===== src/rtl/decoded_instr_queue.sv =====
// Decode-to-issue decoupling FIFO that also holds issue after a control-flow instruction until the branch resolves.
// Optional zero-latency empty-queue bypass is enabled by defining DIQ_BYPASS_EN.
package diq_pkg;
  typedef struct packed {
    logic [31:0] pc;
    logic [3:0]  fu;
    logic [7:0]  op;
    logic [4:0]  rs1;
    logic [4:0]  rs2;
    logic [4:0]  rd;
    logic [31:0] result;
  } scoreboard_entry_t;
endpackage

module decoded_instr_queue
  import diq_pkg::*;
#(
  parameter int unsigned DEPTH = 4
) (
  input  logic                       clk_i,
  input  logic                       rst_ni,
  input  logic                       flush_i,
  input  scoreboard_entry_t          decoded_instr_i,
  input  logic                       decoded_instr_valid_i,
  input  logic                       is_ctrl_flow_i,
  output logic                       decoded_instr_ack_o,
  output scoreboard_entry_t          issue_instr_o,
  output logic                       issue_instr_valid_o,
  output logic                       is_ctrl_flow_o,
  input  logic                       issue_ack_i,
  input  logic                       resolve_branch_i,
  output logic [$clog2(DEPTH+1)-1:0] count_o,
  output logic                       dbg_wait_br_o
);

  localparam int unsigned PTR_W = $clog2(DEPTH);
  localparam int unsigned CNT_W = $clog2(DEPTH+1);

  typedef enum logic {
    RUN     = 1'b0,
    WAIT_BR = 1'b1
  } state_e;

  // Handshakes: a transfer happens in a cycle where both valid and ack are high at the clock edge;
  // ack never depends combinationally on the consumer side of the same interface.
  state_e                  state_q;
  scoreboard_entry_t       mem_q [DEPTH];
  logic [DEPTH-1:0]        ctrl_q;
  logic [PTR_W-1:0]        wr_ptr_q, wr_ptr_d;
  logic [PTR_W-1:0]        rd_ptr_q, rd_ptr_d;
  logic [CNT_W-1:0]        count_q, count_d;

  logic full, empty, head_valid;
  logic push, pop, wr_en, rd_en;

  assign full       = (count_q == CNT_W'(DEPTH));
  assign empty      = (count_q == '0);
  assign head_valid = !empty && (state_q == RUN);

  assign decoded_instr_ack_o = !full;
  assign count_o             = count_q;
  assign dbg_wait_br_o       = (state_q == WAIT_BR);

  assign push = decoded_instr_valid_i && !full;
  assign pop  = issue_instr_valid_o && issue_ack_i;

`ifdef DIQ_BYPASS_EN
  logic bypass;
  // An empty, running queue forwards the offered instruction straight to issue.
  assign bypass              = empty && (state_q == RUN) && decoded_instr_valid_i;
  assign issue_instr_valid_o = head_valid || bypass;
  assign issue_instr_o       = bypass ? decoded_instr_i : mem_q[rd_ptr_q];
  assign is_ctrl_flow_o      = bypass ? is_ctrl_flow_i : ctrl_q[rd_ptr_q];
  assign wr_en               = push && !(bypass && issue_ack_i);
  assign rd_en               = pop && !bypass;
`else
  assign issue_instr_valid_o = head_valid;
  assign issue_instr_o       = mem_q[rd_ptr_q];
  assign is_ctrl_flow_o      = ctrl_q[rd_ptr_q];
  assign wr_en               = push;
  assign rd_en               = pop;
`endif

  always_comb begin
    wr_ptr_d = wr_ptr_q;
    rd_ptr_d = rd_ptr_q;
    count_d  = count_q;
    if (wr_en) wr_ptr_d = wr_ptr_q + PTR_W'(1);
    if (rd_en) rd_ptr_d = rd_ptr_q + PTR_W'(1);
    case ({wr_en, rd_en})
      2'b10:   count_d = count_q + CNT_W'(1);
      2'b01:   count_d = count_q - CNT_W'(1);
      default: count_d = count_q;
    endcase
  end

  always_ff @(posedge clk_i or negedge rst_ni) begin
    if (!rst_ni) begin
      state_q  <= RUN;
      wr_ptr_q <= '0;
      rd_ptr_q <= '0;
      count_q  <= '0;
      ctrl_q   <= '0;
      for (int i = 0; i < int'(DEPTH); i++) mem_q[i] <= '0;
    end else if (flush_i) begin
      // Flush wins over any push, pop or resolve in the same cycle.
      state_q  <= RUN;
      wr_ptr_q <= '0;
      rd_ptr_q <= '0;
      count_q  <= '0;
    end else begin
      if (wr_en) begin
        mem_q[wr_ptr_q]  <= decoded_instr_i;
        ctrl_q[wr_ptr_q] <= is_ctrl_flow_i;
      end
      wr_ptr_q <= wr_ptr_d;
      rd_ptr_q <= rd_ptr_d;
      count_q  <= count_d;
      case (state_q)
        RUN:     if (pop && is_ctrl_flow_o) state_q <= WAIT_BR;
        WAIT_BR: if (resolve_branch_i) state_q <= RUN;
        default: state_q <= RUN;
      endcase
    end
  end

endmodule


===== config.mk =====
export PLATFORM = sky130hd
export DESIGN_NAME = decoded_instr_queue
export DESIGN_NICKNAME = d
export VERILOG_FILES = /design/src/rtl/decoded_instr_queue.sv
export SDC_FILE = /design/constraint.sdc
export NUM_CORES = 1
export LEC_CHECK = 0
export ABC_AREA = 1
export BUFFER_PORTS_ARGS = -buffer_cell sky130_fd_sc_hd__buf_2
export CORE_MARGIN = 1
export CORE_UTILIZATION = 42
export CTS_CLUSTER_DIAMETER = 100
export CTS_CLUSTER_SIZE = 28
export DETAILED_ROUTE_END_ITERATION = 10
export GPL_TIMING_DRIVEN = 0
export SYNTH_ARGS = -nofsm -noshare
export SYNTH_HDL_FRONTEND = slang
export SYNTH_SLANG_ARGS = --single-unit

===== constraint.sdc =====
create_clock -name clk_i -period 2.4 [get_ports clk_i]
set_input_delay 0.12 -clock clk_i [delete_from_list [all_inputs] [get_ports clk_i]]
set_output_delay 0.12 -clock clk_i [all_outputs]
set_load 0.02 [all_outputs]

Yosys cells after proc, flatten, opt, wreduce, memory -nomap -nowiden
Index checks and enable logic that the tools add are counted.
{"block": "totals", "in_bits": 98, "register_bits": 376}
{"block": "classes", "add_sub_neg": 4, "bitwise_logic": 4, "order_cmp": 6, "reduce_logical": 13, "n_mux": 21, "eq_ne": 3}
{"op": "364-bit bitwise mux", "n": 1}
{"op": "91-bit two-way mux", "n": 3}
{"op": "91-bit binary-select mux with 2-bit select", "n": 1}
{"op": "91-bit demux with 2-bit select", "n": 1}
{"op": "2-bit two-way mux", "n": 4}
{"op": "3-bit >= comparator (second input constant)", "n": 2}
{"op": "1-bit logical AND", "n": 6}
{"op": "2-bit by 3-bit less-than comparator with 1-bit output (second input constant)", "n": 2}
{"op": "2-bit NOT with 3-bit output", "n": 2}
{"op": "3-bit case mux with 2 select lines", "n": 1}
{"op": "1-bit two-way mux", "n": 5}
{"op": "2-bit by 1-bit adder with 2-bit output (second input constant)", "n": 2}
{"op": "4-bit bitwise mux", "n": 1}
{"op": "2-bit nonzero test", "n": 2}
{"op": "3-bit by 1-bit adder with 3-bit output (second input constant)", "n": 1}
{"op": "3-bit equality test (second input constant)", "n": 1}
{"op": "3-bit logical NOT", "n": 1}
{"op": "3-bit by 1-bit less-than comparator with 1-bit output (second input constant)", "n": 1}
{"op": "3-bit two-way mux", "n": 1}
{"op": "3-bit nonzero test", "n": 1}
{"op": "3-bit by 1-bit subtractor with 3-bit output (second input constant)", "n": 1}
{"op": "1-bit binary-select mux with 2-bit select", "n": 1}
{"op": "1-bit demux with 2-bit select", "n": 1}
{"op": "2-bit by 1-bit equality test with 1-bit output (second input constant)", "n": 1}
{"op": "6 further kinds", "n": 8}

Depth between registers and ports, before layout
{"block": "logic_depth", "word_depth": 8, "depth_mapped": 11}

Worst setup path after synthesis
No wires, ideal clock.
{"block": "synth_timing", "path_type": "register to register", "startpoint": "register count_q[1], in the netlist count_o[1]", "endpoint": "register count_q[2], in the netlist count_o[2]", "t_arrival_ns": 1.844, "path_slack_ns": 0.439, "n_path_buf": 0, "path_stages_with_launch": 11, "cell_sequence": "dfrtp_1 nor2_2 nand2_1 nand3_1 nor2_1 fa_1 xnor2_1 o21bai_1 nand2_1 nand2_1 nand2_1"}
{"block": "synth_between", "elab_chain_cells": 7, "word_cells_on_any_way": 14}
{"item": "start, declared", "line_no": "51", "text": "logic [CNT_W-1:0] count_q, count_d;"}
{"item": "start signal, assigned", "line_no": "118", "text": "count_q <= count_d;"}
{"item": "3-bit logical NOT", "line_no": "57", "text": "assign empty = (count_q == '0);"}
{"item": "1-bit logical NOT", "line_no": "58", "text": "assign head_valid = !empty && (state_q == RUN);"}
{"item": "1-bit logical AND", "line_no": "58"}
{"item": "1-bit logical AND", "line_no": "65", "text": "assign pop = issue_instr_valid_o && issue_ack_i;"}
{"item": "2-bit by 1-bit equality test with 1-bit output / 2-bit equality test (equally long branches)", "line_no": "90", "text": "case ({wr_en, rd_en})"}
{"item": "3-bit case mux with 2 select lines", "line_no": "90"}
{"item": "3-bit two-way mux", "line_no": "105", "text": "end else if (flush_i) begin"}
Several ways; a longest one is shown, not always the timed one.
A chain may end at the register's enable or synchronous reset.

==> flow_summary_export.csv <==
group,metric,value,unit
layout,mostFrequentLayoutCell,"nand2_1",
power,total_leakage_power,9.86,nW
layout,final_cell_mix,"nand2_1 (383), dfrtp_1 (375), o21ai_1 (288)",
timing,drv_slew,0,
worst_setup_path,crit_required,2.28,ns
cts,cts_tree,"yes",
global_route,grt.total_usage,0.261,
drt,drc,0,
cts,clk_latency,0.53,ns
timing,finalHoldViolCount,0,
layout,finalNetCount,2280,
drt,firstDrtPassIters,5,
timing,setup_slack,0.0532,ns
placement,place_congestion,0.824,
placement,pre_cts_ws,-0.0464,ns
placement,io_buffer_count,195,
cts,clk_pin_slew_worst_paths,0.11,ns
timing,worst-slew-pin-transition,0.883,ns
yosys,ys_warn_count,0,
worst_setup_path,critPathBufInv,5,
cts,clock-sinks,376,
power,ir_worst_vdd,0.717,mV
placement,dpl.cell_count,2578,
die,die_y,200,um
worst_setup_path,slowest_delay,0.45,ns
yosys,ys_seq_area_frac,0.573,
worst_setup_path,critPathLaunchType,"flop",
worst_setup_path,cp.arrival,2.23,ns
drt,antenna_left,0,
die,core_region_area,0.0386,sq mm
timing,slew_headroom,0.412,
die,die_x,200,um
min_path,hold_class,"in -> reg",
drt,vias_per_cell,5.36,
yosys,ys_ff_latch,376,
yosys,synth_cell_type_count,23,
die,io_pins,196,
cts,cts_root_buf,"clkbuf_16",
global_route,grt_pass1_vias,14300,
cts,numCtsBuffers,17,
power,power_density,1250,mW/mm^2
run_status,outcome,"completed",
die,die-area,0.0399,sq mm
yosys,synth_area_per_cell,8.82,sq um
layout,area_growth,21.2,%
timing,min_period,2.35,ns
drt,drtIter0Drc,1127,
drt,drt-total-wl,51300,um
global_route,grt_max_degree,116,
drt,avgRoutedWirePerCell,19.0,um
placement,dp_hpwl,33700,um
cts,h-tree-depth,1,
die,rows,72,
layout,drive_gt1_frac,0.172,
global_route,antenna_found_initial,0,
worst_setup_path,crit_family,"buffers and inverters",
yosys,syn_nets,1965,
yosys,syn_inst,1862,
job,maxCapViolCount,0,
timing,setup_tns,0,ns
worst_setup_path,crit_path_max_fanout,10,
global_route,grt_pass1_wl,80700,um
worst_setup_path,path_cells,"buf_4, inv_6, buf_8, buf_4, nor2_1, o22ai_2, buf_2",
worst_setup_path,critPathKind,"reg -> out",
drt,vias,14500,
timing,setup_viol,0,
yosys,synth.cell_area,0.0164,sq mm
die,start_util,0.425,
timing,rsz0062_at_grt,"true",
cts,cts.path.max_buffers,3,
layout,finalNonFillerCells,2696,
worst_setup_path,cpMaxStageDelayCell,"dfrtp_2",
timing,max_freq,426,MHz
global_route,grt-ovfl-total,0,
worst_setup_path,path_common_cell,"buf_4",
timing,fin_skew,0.0164,ns
worst_setup_path,end_kind,"output pin",
layout,antenna_cells_inserted,0,
timing,post-route-period-util,0.978,
-- Yosys cell counts (all sizes together) --
cell type | number | area share
a21oi | 4 | 0.0012
buf | 88 | 0.043
clkbuf | 52 | 0.012
dfrtp | 376 | 0.57
fa | 1 | 0.0012
ha | 4 | 0.0030
inv | 102 | 0.023
nand2 | 389 | 0.092
nand3 | 5 | 0.0015
nor2 | 189 | 0.044
o21ai | 556 | 0.17
o21bai | 1 | 0.00046
o22ai | 92 | 0.035
or2 | 1 | 0.00038
xnor2 | 1 | 0.00053
xor2 | 1 | 0.00053
-- logic make-up (layout without fill, tap and decap cells) --
| logic type | Yosys count | count (layout) | share of synthesized area |
|---|---|---|---|
| compound gates | 653 | 653 | 0.206 |
| flops | 376 | 376 | 0.573 |
| xor+xnor | 2 | 2 | 0.00107 |
| simple gates | 584 | 584 | 0.138 |
| buf+inv | 242 | 558 | 0.0780 |
| fa+ha+maj | 5 | 5 | 0.00427 |
-- repair_timing --
action,4_1_cts,5_1_grt
resized for setup,104,27
setup endpoints to repair,92,54
hold buffers,97,0
buffers inserted,1,0
pin swaps,9,3
hold endpoints to repair,479,0
-- final cells by class --
type	instances	area, sq um
buffer	140	1090
clock inverter	2	17.5
fill	3715	18700
inverter	102	388
sequential	376	9410
multi-input combinational	1244	5840
tap	518	648
clock buffer	18	429
timing repair buffer	296	2090
-- sequential cells by signal, indices dropped and copies added, names as in the netlist --
name / cells
dbg_wait_br_o: 1
ctrl_q: 4
count_o: 3
wr_ptr_q: 2
rd_ptr_q: 2
mem_q: 364
-- report_power, final --
part / total (mW) / switching (mW) / internal, mW
sequential: 10.5 / 1.45 / 9.07
combinational: 11.0 / 6.92 / 4.10
clock: 3.35 / 2.04 / 1.31
-- routing by layer --
layer	global-route usage	vias up	share of wire
met5	0	-	0
met4	0.0862	0	0.028
met3	0.0270	76	0.063
met2	0.425	475	0.47
met1	0.366	7120	0.44
li1	-	6781	-
-- worst min-delay path, cell delays in order --
cell and delay (ns):
buf_2 0.11, nand2_4 0.11, nor2_8 0.07, nand2_1 0.05, o21ai_0 0.07
-- metrics by stage --
step                      total power [mW]  utilization  area, sq um  hold WS (ns)
final                                 24.9        0.515        19900        0.0455
after detailed placement              20.9        0.470        18100         0.254
after global placement                20.7        0.467        18100         0.412
after floorplan                       17.1            -        16400        -0.176
after CTS                             24.9        0.514        19900        0.0317
after global routing                  26.7        0.515        19900        0.0573
-- path summary, 6_finish.rpt --
check / slack (ns) / startpoint / cells past startpoint / endpoint
setup / recovery: 0.05 / rd_ptr_q[0] / 7 / issue_instr_o[46]
hold / removal: 0.05 / decoded_instr_valid_i / 5 / wr_ptr_q[0]
setup reg to reg: 0.16 / rd_ptr_q[0] / 8 / dbg_wait_br_o
hold reg to reg: 0.49 / mem_q[191] / 2 / mem_q[191]
max in group asynchronous: 0.88 / rst_ni / 4 / mem_q[248]
min in group asynchronous: 0.22 / rst_ni / 2 / mem_q[85]
(Power assumes the default switching activity.)
